**src/rtl/updown_btn_conditioner.sv**
```systemverilog
// updown_btn_conditioner: two-channel push-button front end for the up/down
// counter. Each raw button is synchronised, debounced into a level and turned
// into a one-cycle press pulse; pulses are withheld while both buttons are
// down. Optional auto-repeat is compiled in with `define UPDOWN_AUTOREPEAT_EN.
// Channel index 0 is the up button, index 1 is the down button.
module updown_btn_conditioner #(
    parameter int unsigned DEBOUNCE_CYCLES = 16,
    parameter int unsigned REPEAT_DELAY    = 500,
    parameter int unsigned REPEAT_PERIOD   = 100
) (
    input  logic clk,
    input  logic reset,
    input  logic up_btn,
    input  logic down_btn,
    output logic up,
    output logic down,
    output logic up_pulse,
    output logic down_pulse,
    output logic conflict
);

    localparam int unsigned      CNT_W   = $clog2(DEBOUNCE_CYCLES);
    localparam logic [CNT_W-1:0] CNT_MAX = CNT_W'(DEBOUNCE_CYCLES - 1);

    if (DEBOUNCE_CYCLES < 2 || DEBOUNCE_CYCLES > 65535) begin : g_bad_debounce
        $error("DEBOUNCE_CYCLES must be in 2..65535");
    end
    if (REPEAT_PERIOD < 1 || REPEAT_DELAY < 1) begin : g_bad_repeat
        $error("REPEAT_DELAY and REPEAT_PERIOD must be at least 1");
    end

    typedef enum logic [1:0] {
        IDLE,
        ARMING,
        PRESSED,
        RELEASING
    } state_e;

    logic [1:0]       s1_q;
    logic [1:0]       s2_q;
    state_e           st_q  [2];
    state_e           st_d  [2];
    logic [CNT_W-1:0] cnt_q [2];
    logic [CNT_W-1:0] cnt_d [2];
    logic [1:0]       lvl_q;
    logic [1:0]       lvl_d;
    logic [1:0]       press;
    logic [1:0]       fire;
    logic [1:0]       busy;
    logic [1:0]       pulse_q;
    logic [1:0]       pulse_d;
    logic             conflict_q;
    logic             conflict_d;

    // Two-flop synchroniser per raw button; only the second stage is used.
    always_ff @(posedge clk or negedge reset) begin
        if (!reset) begin
            s1_q <= '0;
            s2_q <= '0;
        end else begin
            s1_q <= {down_btn, up_btn};
            s2_q <= s1_q;
        end
    end

    // Debounce next-state: a level change needs an unbroken run of samples
    // at the new value; any disagreeing sample abandons the attempt.
    always_comb begin
        for (int unsigned c = 0; c < 2; c++) begin
            st_d[c]  = st_q[c];
            cnt_d[c] = cnt_q[c];
            press[c] = 1'b0;
            unique case (st_q[c])
                IDLE: begin
                    if (s2_q[c]) begin
                        st_d[c]  = ARMING;
                        cnt_d[c] = '0;
                    end
                end
                ARMING: begin
                    if (!s2_q[c]) begin
                        st_d[c] = IDLE;
                    end else if (cnt_q[c] == CNT_MAX) begin
                        st_d[c]  = PRESSED;
                        press[c] = 1'b1;
                    end else begin
                        cnt_d[c] = cnt_q[c] + 1'b1;
                    end
                end
                PRESSED: begin
                    if (!s2_q[c]) begin
                        st_d[c]  = RELEASING;
                        cnt_d[c] = '0;
                    end
                end
                RELEASING: begin
                    if (s2_q[c]) begin
                        st_d[c] = PRESSED;
                    end else if (cnt_q[c] == CNT_MAX) begin
                        st_d[c] = IDLE;
                    end else begin
                        cnt_d[c] = cnt_q[c] + 1'b1;
                    end
                end
                default: begin
                    st_d[c] = IDLE;
                end
            endcase
            lvl_d[c] = (st_d[c] == PRESSED) || (st_d[c] == RELEASING);
        end
    end

`ifdef UPDOWN_AUTOREPEAT_EN
    localparam int unsigned      RPT_MAX     = (REPEAT_DELAY > REPEAT_PERIOD) ? REPEAT_DELAY
                                                                              : REPEAT_PERIOD;
    localparam int unsigned      TMR_W       = $clog2(RPT_MAX + 1);
    localparam logic [TMR_W-1:0] DELAY_LAST  = TMR_W'(REPEAT_DELAY - 1);
    localparam logic [TMR_W-1:0] PERIOD_LAST = TMR_W'(REPEAT_PERIOD - 1);

    logic [TMR_W-1:0] tmr_q [2];
    logic [TMR_W-1:0] tmr_d [2];
    logic [1:0]       rep_q;
    logic [1:0]       rep_d;
    logic [1:0]       rpt;

    // Hold timer: counts cycles at level 1, first wrap after the initial
    // delay, later wraps every period; cleared on a fresh press or a release.
    always_comb begin
        for (int unsigned c = 0; c < 2; c++) begin
            tmr_d[c] = tmr_q[c];
            rep_d[c] = rep_q[c];
            rpt[c]   = 1'b0;
            if (press[c] || !lvl_d[c]) begin
                tmr_d[c] = '0;
                rep_d[c] = 1'b0;
            end else if (lvl_q[c]) begin
                if (tmr_q[c] == (rep_q[c] ? PERIOD_LAST : DELAY_LAST)) begin
                    rpt[c]   = 1'b1;
                    tmr_d[c] = '0;
                    rep_d[c] = 1'b1;
                end else begin
                    tmr_d[c] = tmr_q[c] + 1'b1;
                end
            end
        end
    end

    // Hold timer registers.
    always_ff @(posedge clk or negedge reset) begin
        if (!reset) begin
            for (int unsigned c = 0; c < 2; c++) begin
                tmr_q[c] <= '0;
            end
            rep_q <= '0;
        end else begin
            for (int unsigned c = 0; c < 2; c++) begin
                tmr_q[c] <= tmr_d[c];
            end
            rep_q <= rep_d;
        end
    end

    assign fire = press | rpt;
`else
    assign fire = press;
`endif

    // A pulse is withheld if the opposite level is high now or rises this cycle.
    always_comb begin
        busy       = lvl_q | lvl_d;
        pulse_d    = fire & ~{busy[0], busy[1]};
        conflict_d = lvl_d[0] & lvl_d[1];
    end

    // Debounce FSM state, counters and all registered outputs.
    always_ff @(posedge clk or negedge reset) begin
        if (!reset) begin
            for (int unsigned c = 0; c < 2; c++) begin
                st_q[c]  <= IDLE;
                cnt_q[c] <= '0;
            end
            lvl_q      <= '0;
            pulse_q    <= '0;
            conflict_q <= 1'b0;
        end else begin
            for (int unsigned c = 0; c < 2; c++) begin
                st_q[c]  <= st_d[c];
                cnt_q[c] <= cnt_d[c];
            end
            lvl_q      <= lvl_d;
            pulse_q    <= pulse_d;
            conflict_q <= conflict_d;
        end
    end

    assign up         = lvl_q[0];
    assign down       = lvl_q[1];
    assign up_pulse   = pulse_q[0];
    assign down_pulse = pulse_q[1];
    assign conflict   = conflict_q;

endmodule

```
**config.mk**
```make
export PLATFORM = sky130hd
export DESIGN_NAME = updown_btn_conditioner
export DESIGN_NICKNAME = d
export VERILOG_FILES = /design/src/rtl/updown_btn_conditioner.sv
export SDC_FILE = /design/constraint.sdc
export NUM_CORES = 1
export LEC_CHECK = 0
export ABC_AREA = 1
export CORE_ASPECT_RATIO = 0.6
export CORE_UTILIZATION = 31
export CTS_CLUSTER_DIAMETER = 120
export DETAILED_ROUTE_END_ITERATION = 10
export SLEW_MARGIN = 15
export SYNTH_ARGS = -nofsm -noshare
export SYNTH_HDL_FRONTEND = slang
export SYNTH_SLANG_ARGS = --single-unit
```
**constraint.sdc**
```tcl
create_clock -name clk -period 2.7 [get_ports clk]
set_clock_uncertainty 0.05 [all_clocks]
set_input_delay 0.675 -clock clk [delete_from_list [all_inputs] [get_ports clk]]
set_output_delay 0.675 -clock clk [all_outputs]
set_load 0.005 [all_outputs]
```
After elaboration in Yosys (flattened, before gate mapping)
Index checks and enable logic that the tools add are counted.
{ "word_totals": {"register_bits": 21, "inputBits": 4} }
{ "classes": {"add_sub_neg": 2, "eq_ne": 20, "mux": 32, "bitwise": 4, "n_reduce_logical": 6} }
{ "op_table": {"columns": ["cell", "n"], "rows": [
  ["4-bit 2-to-1 mux", 10],
  ["4-bit one-hot mux with 4 select lines", 2],
  ["2-bit 2-to-1 mux", 12],
  ["2-bit equality test, second input constant", 8],
  ["2-bit inequality test, second input constant", 8],
  ["2-bit one-hot mux with 4 select lines", 2],
  ["4-bit by 1-bit adder with 4-bit output, second input constant", 2],
  ["4-bit equality test, second input constant", 2],
  ["4-bit AND reduction", 2],
  ["1-bit 2-to-1 mux", 6],
  ["2-bit by 1-bit equality test with 1-bit output, second input constant", 2],
  ["2-bit logical NOT", 2],
  ["2-bit bitwise AND", 1],
  ["1-bit logical OR", 2],
  ["2-bit inverter", 1],
  ["2-bit OR", 1],
  ["1-bit bitwise AND", 1]
]} }

Longest topological paths before layout
Gate-level depths: netlist (run 1).
{ "depth": {"depth_word": 9, "ltp_mapped": 8, "depth_no_buf": 8} }

Worst setup path after synthesis (run 1)
OpenSTA, ideal clock, no wires.
{ "synth_timing": {"kind": "reg-to-reg", "startpoint": "register cnt_q[4] in the netlist's numbering", "endpoint": "register cnt_q[7] in the netlist's numbering", "setup_ns": 0.065, "arrival_time_ns": 1.127, "required_ns": 2.585, "slack_ns": 1.458, "stages_incl_launch_ff": 7, "synth_period_minus_slack_ns": 1.242, "cell_sequence": "dfrtp_1 -> ha_1 -> nand2_1 -> nor2_4 -> nor2_1 -> nand3_1 -> nand2_1"} }
{ "synth_via": {"elab_chain_len": 4, "word_cells_on_any_way": 6, "classes_between": "1 x add/sub; 1 x eq/ne; 4 x mux"} }
{ "synth_rtl": {"columns": ["element", "line_no", "rtl"], "rows": [
  ["from (decl)", "43", "logic [CNT_W-1:0] cnt_q [2];"],
  ["from (signal, indexed assignment)", "188", "cnt_q[c] <= cnt_d[c];"],
  ["4-bit by 1-bit adder with 4-bit output or 4-bit equality test (tied branches)", null, null],
  ["4-bit 2-to-1 mux *", "83, 99", null],
  ["4-bit 2-to-1 mux, on equally long branches", "97, 81", null],
  ["4-bit one-hot mux with 4 select lines *", "73", "unique case (st_q[c])"]
]} }
Every way passes the cells marked *; elsewhere a longest branch is shown, timed or not. The select of a mux whose other input is x is not followed.
A chain may end at the register's enable or synchronous reset.

==> run_results.csv, run 1 <==
group,metric,value,unit
placed_design,port_buffers,8,
finish,fillers,251,
logic_synthesis,synth_area,871,um2
power,finalPower,0.000560,W
logic_synthesis,yosysTopAreaCellShare,57.5,%
power,p_leak,0.545,nW
floorplanning,fp.dieW,70.4,um
critical_path,path_cells,"clkdlybuf4s50_1",
logic_synthesis,syn-num-nets,109,
critical_path,crit_family,"buffers and inverters",
drt,firstDrtPassIters,4,
critical_path,crit_buf_inv,1,
timing,period_needed,1.85,ns
logic_synthesis,synth_top_area_cell,"dfrtp_1",
min_path,worst_hold_path_type,"flop to flop",
critical_path,cp_num_cells,1,
timing,tightest_slew,0.380,ns
power,ir_drop,0.229,mV
timing,setup_violations,0,
job,cap_viol_max_count,0,
logic_synthesis,synth_commonest_cells,"nand2_1 (39), dfrtp_1 (20), inv_1 (17)",
floorplanning,dieArea,0.00303,mm2
clock_tree,clk_pin_slew_worst_paths,0.06,ns
clock_tree,htreeDepth,1,
drt,antenna_left,0,
grt,grt_pass1_vias,577,
logic_synthesis,ys.flop_type,"dfrtp_1",
clock_tree,cts_made_buffers,3,
floorplanning,ios,9,
logic_synthesis,seq_area_frac_synth,57.5,%
logic_synthesis,synth_area_leaders,"dfrtp_1 (57%), nand2_1 (17%), inv_1 (7.3%), nand3_1 (3.4%), nor2_1 (3.0%)",
grt,antenna_found_initial,0,
power,power.density,539,mW/mm2
clock_tree,root_buffer,"clkbuf_8",
placed_design,place_congestion,0.830,
floorplanning,initial_core_util,33.8,%
finish,n_antenna_cell,0,
critical_path,critPathSlowestCell,"clkdlybuf4s50_1",
logic_synthesis,synthCells,103,
min_path,min_path_cells,0,
critical_path,required,1.98,ns
logic_synthesis,yosysUniqueCellTypes,12,
critical_path,critical_path_class,"flop to output pin",
clock_tree,clockBufferDepth,2,
clock_tree,postCtsSetupRepairBufs,0,
critical_path,cp.arrival,1.12,ns
floorplanning,placementRows,14,
critical_path,slowest_delay,0.51,ns
timing,max_clock_freq,541,MHz
timing,finalHoldViolations,0,
placed_design,dpl.hpwl,1120,um
drt,drc,0,
logic_synthesis,synth_edf_count,0,
timing,tns,0,ns
drt,drtIter0Drc,20,
logic_synthesis,ys_ff_latch,20,
finish,final_nets,123,
logic_synthesis,synth_most_common_cell,"nand2_1",
critical_path,worst_r2r_path_depth,6,
critical_path,start_kind,"flop",
logic_synthesis,synth_area_per_cell,8.45,um2
grt,gr-total-overflow,0,
clock_tree,cts_tree,"built",
floorplanning,die_h,43.1,um
timing,rsz0062_at_grt,"no",
critical_path,path_max_fanout,3,
clock_tree,cts.repair.resized,0,
clock_tree,cts.sinks,20,
drt,via_per_inst,4.33,
clock_tree,ctsHoldBuffers,0,
timing,max-slew-margin-rel,74.4,%
grt,grt_util_all_layers,11.0,%
drt,vias,637,
logic_synthesis,ys_warn_count,0,
finish,drive_gt1_share,6.96,%
grt,grt_max_degree,21,
grt,grt_pass1_wl,2480,um
timing,period_share,68.4,%
drt,finalWirelength,1470,um
floorplanning,core-area,0.00257,mm2
logic_synthesis,ys_async_sr_fraction,100,%
critical_path,end_kind,"output pin",
timing,drv_slew,0,
clock_tree,worstSkewPairLatency,0.25,ns
status,status,"completed",
finish,area_growth,19.4,%
drt,avgRoutedWirePerCell,10.0,um
cells in the final DEF (no fill, tap or decap):
master / count
nand2_1: 39
nand3_1: 6
o21ai_2: 1
dfrtp_1: 20
nand2_2: 2
clkdlybuf4s50_1: 8
nand4_1: 3
nand3b_1: 1
buf_4: 1
o21ai_0: 4
nor2_4: 1
ha_1: 2
clkbuf_8: 3
inv_1: 17
nor2_1: 7
where the power goes:
part / internal, W / switching [W] / total (W)
logic: 0.0000182 / 0.0000252 / 0.0000435
registers: 0.000315 / 0.0000174 / 0.000333
clock network: 0.0000990 / 0.0000851 / 0.000184
total: 0.000432 / 0.000128 / 0.000560
path summary, 6_finish.rpt:
path                            endpoint  slack (ns)  startpoint
worst max-delay path                down        0.85     st_q[1]
worst min-delay path             s2_q[0]        0.30     s1_q[0]
worst max register to register  cnt_q[7]        1.26    cnt_q[4]
worst min register to register   s2_q[0]        0.30     s1_q[0]
max in group asynchronous       cnt_q[6]        1.68       reset
min in group asynchronous        st_q[0]        0.72       reset
area by class of cell:
| cell class | instances | area, um2 | share of cell area, % |
|---|---|---|---|
| timing repair buffer | 9 | 87.6 | 8.42 |
| inverter | 17 | 63.8 | 6.14 |
| sequential | 20 | 500 | 48.1 |
| multi-input combinational | 66 | 307 | 29.5 |
| clock buffer | 3 | 41.3 | 3.97 |
| tap | 32 | 40.0 | 3.85 |
cell families after synthesis:
group | synth area share (%)
buffers and inverters | 7.33
AO/OA/AOI/OAI | 3.30
AND/OR/NAND/NOR | 29.0
adder cells (fa/ha/maj) | 2.87
flip-flops | 57.5
registers in the layout, summed over array words and instances (netlist names):
| name | cells |
|---|---|
| st_q | 4 |
| conflict | 1 |
| s1_q | 2 |
| cnt_q | 8 |
| lvl_q | 1 |
| s2_q | 2 |
| pulse_q | 2 |
layer usage:
metal	GRT usage (%)	vias up	part of all wire [%]
met4	3.60	0	0.95
li1	-	338	-
met1	14.9	277	53
met2	16.2	20	41
met3	4.28	2	5.3
met5	0	-	0
through the flow:
| stage | utilization, % | instances | area [um2] | hold WS [ns] | worst slack (ns) |
|---|---|---|---|---|---|
| 2_1_floorplan | - | 103 | 871 | 0.281 | 1.46 |
| 3_3_place_gp | 38.8 | 144 | 998 | 0.285 | 1.13 |
| 3_5_place_dp | 38.8 | 144 | 998 | 0.285 | 1.13 |
| 4_1_cts | 40.4 | 147 | 1040 | 0.301 | 0.845 |
| 5_1_grt | 40.4 | 147 | 1040 | 0.309 | 0.805 |
| 6_report | 40.4 | 147 | 1040 | 0.298 | 0.852 |
Power figures use the tool's default switching activity.
==> inputs of run 2 (changes only) <==
==> constraint.sdc (replaced) <==
create_clock -name clk -period 1.5 [get_ports clk]
set_clock_uncertainty 0.05 [all_clocks]
set_input_delay 0.375 -clock clk [delete_from_list [all_inputs] [get_ports clk]]
set_output_delay 0.375 -clock clk [all_outputs]
set_load 0.005 [all_outputs]
==> run 2 against run 1 <==
Total power up 110%. Setup slack worse by 0.69 ns. Critical path depth unchanged. Critical path type unchanged. Critical endpoint unchanged. Largest cell class unchanged.
==> run_results.csv, run 2 (synthesized netlist as in run 1, its figures left out) <==
group,metric,value,unit
status,status,"completed",
critical_path,start_kind,"flop",
floorplanning,ios,9,
finish,final_common_cell,"nand2_1",
finish,layout.cells.non_filler,150,
timing,period_share,89.1,%
min_path,min_from,"s1_q[1]",
min_path,worst_hold_path_type,"flop to flop",
clock_tree,clk_pin_slew_worst_paths,0.07,ns
drt,avgRoutedWirePerCell,9.39,um
drt,vias,643,
timing,period_needed,1.34,ns
drt,drtIter0Drc,24,
clock_tree,worstSkewPairLatency,0.25,ns
critical_path,critical_path_class,"flop to output pin",
clock_tree,root_buffer,"clkbuf_8",
critical_path,crit_family,"flip-flops",
finish,n_antenna_cell,0,
power,power.density,1100,mW/mm2
critical_path,path_cells,"dlygate4sd2_1",
grt,gr-total-overflow,0,
floorplanning,die_h,43.1,um
floorplanning,placementRows,14,
floorplanning,initial_core_util,33.8,%
placed_design,dpl.hpwl,1040,um
grt,grt_pass1_wl,2400,um
placed_design,place_congestion,0.825,
critical_path,r2r_start,"cnt_q[0]",
timing,max_clock_freq,748,MHz
drt,drc,0,
timing,tightest_slew,0.299,ns
floorplanning,fp.dieW,70.4,um
finish,largest_reg_flops,8,
drt,finalWirelength,1410,um
clock_tree,cts.sinks,20,
clock_tree,clockBufferDepth,2,
critical_path,slowest_delay,0.39,ns
floorplanning,core-area,0.00257,mm2
critical_path,path_max_fanout,2,
timing,tns,0,ns
clock_tree,cts_made_buffers,3,
timing,finalHoldViolations,0,
finish,drive_gt1_share,10.2,%
placed_design,placedCellCount,144,
critical_path,critPathSlowestCell,"dfrtp_1",
timing,rsz0062_at_grt,"no",
timing,max-slew-margin-rel,79.9,%
finish,layout_common_cells,"nand2_1 (39), dfrtp_1 (20), inv_1 (17), nor2_1 (6), nand3_1 (6)",
timing,setup_violations,0,
finish,regMostFlops,"cnt_q",
drt,via_per_inst,4.29,
grt,grt_max_degree,21,
floorplanning,dieArea,0.00303,mm2
critical_path,crit_buf_inv,1,
critical_path,required,1.07,ns
power,ir_drop,0.539,mV
placed_design,port_buffers,8,
power,p_leak,0.623,nW
grt,antenna_found_initial,0,
finish,fillers,241,
grt,grt_pass1_vias,545,
job,cap_viol_max_count,0,
clock_tree,htreeDepth,1,
finish,area_growth,25.0,%
critical_path,cp.arrival,0.91,ns
critical_path,crit_start,"st_q[1]",
finish,top_regs,"cnt_q: 8 flops, st_q: 4 flops",
grt,grt_util_all_layers,10.9,%
timing,drv_slew,0,
drt,firstDrtPassIters,4,
clock_tree,cts_tree,"built",
critical_path,end_kind,"output pin",
drt,antenna_left,0,
finish,final_nets,125,
## run 2: changes by cell type in the layout (fill, tap and decap cells not counted), sizes merged
cell	previous run	this run
dlygate4sd2	0	3
clkdlybuf4s50	8	3
buf	1	3
bufinv	0	1
dlymetal6s2s	0	2
## run 2: cell type report
class                   count  area, um2  share of cell area (%)
multi-input cells          66        309                    28.4
clock buffers               3       41.3                    3.79
inverters                  17       63.8                    5.86
flip-flops and latches     20        500                    46.0
repair buffers             11        104                    9.54
clock inverters             1       30.0                    2.76
well taps                  32       40.0                    3.68
## run 2: path summary, 6_finish.rpt
check	to	slack, ns	depth (start not counted)
worst max-delay path	down	0.16	1
worst min-delay path	s2_q[1]	0.31	0
worst max register to register	cnt_q[3]	0.17	8
worst min register to register	s2_q[1]	0.31	0
max in group asynchronous	cnt_q[1]	0.80	2
min in group asynchronous	cnt_q[0]	0.39	2
## run 2: repair_timing
item / 4_1_cts / 5_1_grt
hold buffers: 0 / 0
setup endpoints to repair: 3 / 5
setup buffers: 2 / 0
gates resized for setup: 3 / 4
## run 2: stage by stage
stage	area (um2)	worst slack (ns)	power, W	utilization (%)	hold slack, ns
2_1_floorplan	871	0.258	0.000648	-	0.0294
3_3_place_gp	998	0.149	0.000681	38.8	0.284
3_5_place_dp	998	0.0840	0.000686	38.8	0.293
4_1_cts	1080	0.00353	0.00122	42.0	0.311
5_1_grt	1090	0.0253	0.00126	42.3	0.320
6_report	1090	0.164	0.00120	42.3	0.307
## run 2: routing by layer
layer / vias up / routed length, um / global-route usage [%]
li1: 343 / - / -
met1: 287 / 736 / 14.3
met2: 11 / 586 / 15.8
met3: 2 / 61 / 4.28
met4: 0 / 25 / 4.80
met5: - / 0 / 0
## run 2: power breakdown
group          internal, W  switching (W)
clock network     0.000356       0.000173
registers         0.000567      0.0000299
logic            0.0000331      0.0000436
==> inputs of run 3 (changes only) <==
--- a/config.mk
+++ b/config.mk
@@ -8,8 +8,9 @@
 export ABC_AREA = 1
 export CORE_ASPECT_RATIO = 0.6
 export CORE_UTILIZATION = 31
-export CTS_CLUSTER_DIAMETER = 120
+export CTS_CLUSTER_DIAMETER = 150
 export DETAILED_ROUTE_END_ITERATION = 10
+export SETUP_SLACK_MARGIN = 0.02
 export SLEW_MARGIN = 15
 export SYNTH_ARGS = -nofsm -noshare
 export SYNTH_HDL_FRONTEND = slang
==> run 3 against run 2 <==
Global-route usage unchanged. Maximum frequency did not move. Combinational power barely moved. Via count fell by 0.31%. Sequential share of layout area is 0.32 points higher. Largest power group unchanged. First-iteration DRC count up 17%. Non-clock buffer count is the same. Sequential power about the same. Die area unchanged. Largest cell class unchanged. Utilization is 0.29 points lower. Clock-buffer cell count unchanged. Worst hold slack stayed put. Highest routed layer unchanged.
==> run_results.csv, run 3 (synthesized netlist as in run 1, its figures left out) <==
group,metric,value,unit
drt,antenna_left,0,
clock_tree,cts_made_buffers,3,
critical_path,crit_buf_inv,1,
critical_path,crit_family,"flip-flops",
clock_tree,worstSkewPairLatency,0.25,ns
finish,largest_reg_flops,8,
finish,final_common_cell,"nand2_1",
clock_tree,clk_pin_slew_worst_paths,0.07,ns
power,ir_drop,0.539,mV
clock_tree,clockBufferDepth,2,
critical_path,cp.arrival,0.91,ns
grt,antenna_found_initial,0,
floorplanning,core-area,0.00257,mm2
critical_path,critical_path_class,"flop to output pin",
clock_tree,cts_tree,"built",
timing,max_clock_freq,748,MHz
grt,gr-total-overflow,0,
finish,regMostFlops,"cnt_q",
critical_path,slowest_delay,0.39,ns
drt,drc,0,
job,cap_viol_max_count,0,
finish,drive_gt1_share,10.2,%
timing,setup_violations,0,
min_path,worst_hold_path_type,"flop to flop",
timing,period_share,89.1,%
power,power_frac_seq,49.6,%
finish,top_regs,"cnt_q: 8 flops, st_q: 4 flops",
grt,grt_util_all_layers,10.9,%
placed_design,place_congestion,0.825,
finish,fillers,240,
placed_design,port_buffers,8,
drt,avgRoutedWirePerCell,9.36,um
finish,n_antenna_cell,0,
drt,firstDrtPassIters,4,
power,p_switching,0.000246,W
grt,grt_pass1_vias,545,
finish,layout_common_cells,"nand2_1 (39), dfrtp_1 (20), inv_1 (17), nor2_1 (6), nand3_1 (6)",
power,p_int,0.000956,W
placed_design,placedCellCount,144,
timing,max-slew-margin-rel,79.9,%
timing,tightest_slew,0.299,ns
drt,finalWirelength,1400,um
drt,vias,641,
critical_path,path_cells,"dlygate4sd2_1",
floorplanning,initial_core_util,33.8,%
finish,final_nets,125,
critical_path,start_kind,"flop",
timing,finalHoldViolations,0,
finish,area_growth,24.1,%
critical_path,critPathSlowestCell,"dfrtp_1",
drt,via_per_inst,4.27,
critical_path,end_kind,"output pin",
timing,tns,0,ns
critical_path,required,1.07,ns
placed_design,dpl.hpwl,1040,um
status,status,"completed",
power,pwr-share-clk,44.0,%
clock_tree,cts.sinks,20,
finish,layout.cells.non_filler,150,
clock_tree,root_buffer,"clkbuf_8",
floorplanning,placementRows,14,
power,p_leak,0.595,nW
grt,grt_max_degree,21,
floorplanning,die_h,43.1,um
floorplanning,fp.dieW,70.4,um
grt,grt_pass1_wl,2400,um
power,switching_share,20.5,%
floorplanning,dieArea,0.00303,mm2
timing,drv_slew,0,
timing,rsz0062_at_grt,"no",
floorplanning,ios,9,
power,power.density,1110,mW/mm2
clock_tree,htreeDepth,1,
timing,period_needed,1.34,ns
critical_path,path_max_fanout,2,
power,p_comb_share,6.4,%
drt,drtIter0Drc,28,
[run 3: routing by layer]
metal / GRT usage (%) / part of all wire, % / vias to the layer above
met4: 4.80 / 1.8 / 0
met1: 14.3 / 53 / 285
met2: 15.8 / 42 / 11
met3: 4.28 / 4.0 / 2
li1: - / - / 343
met5: 0 / 0 / -
[run 3: layout make-up]
class,count,area (um2),area share (%)
clock inverters,1,30.0,2.78
repair buffers,11,96.3,8.91
well taps,32,40.0,3.70
flip-flops and latches,20,500,46.3
multi-input cells,66,309,28.6
inverters,17,63.8,5.90
clock buffers,3,41.3,3.82
[run 3: worst paths after layout]
check,to,from,cells past startpoint,slack [ns]
max reg2reg,cnt_q[3],cnt_q[0],8,0.17
min in group asynchronous,cnt_q[0],reset,2,0.39
min reg2reg,s2_q[1],s1_q[1],0,0.31
min,s2_q[1],s1_q[1],0,0.31
max in group asynchronous,cnt_q[1],reset,2,0.80
max,down,st_q[1],1,0.16
[run 3: metrics by stage]
step           hold slack [ns]  total power (W)  util, %  cell area [um2]  setup WS, ns
6_report                 0.307          0.00120     42.0             1080         0.164
5_1_grt                  0.320          0.00126     42.0             1080        0.0253
4_1_cts                  0.311          0.00122     41.9             1080        0.0660
3_5_place_dp             0.293         0.000686     38.8              998        0.0840
3_3_place_gp             0.284         0.000681     38.8              998         0.149
2_1_floorplan           0.0294         0.000648        -              871         0.258
[run 3: power by group through the flow]
stage                     Combinational (W)  Clock (W)  Sequential (W)
final                             0.0000767   0.000529        0.000597
after global routing              0.0000935   0.000570        0.000600
after CTS                         0.0000789   0.000540        0.000597
after detailed placement          0.0000786          0        0.000607
after global placement            0.0000756          0        0.000606
after floorplan                   0.0000482          0        0.000600
[run 3: timing repair]
| action | in CTS | in global routing |
|---|---|---|
| setup endpoints to repair | 5 | 5 |
| hold buffers | 0 | 0 |
| buffers inserted | 2 | 0 |
| resized for setup | 5 | 2 |
| endpoints found under the hold margin | 0 | 0 |
| pin swaps | 0 | 0 |
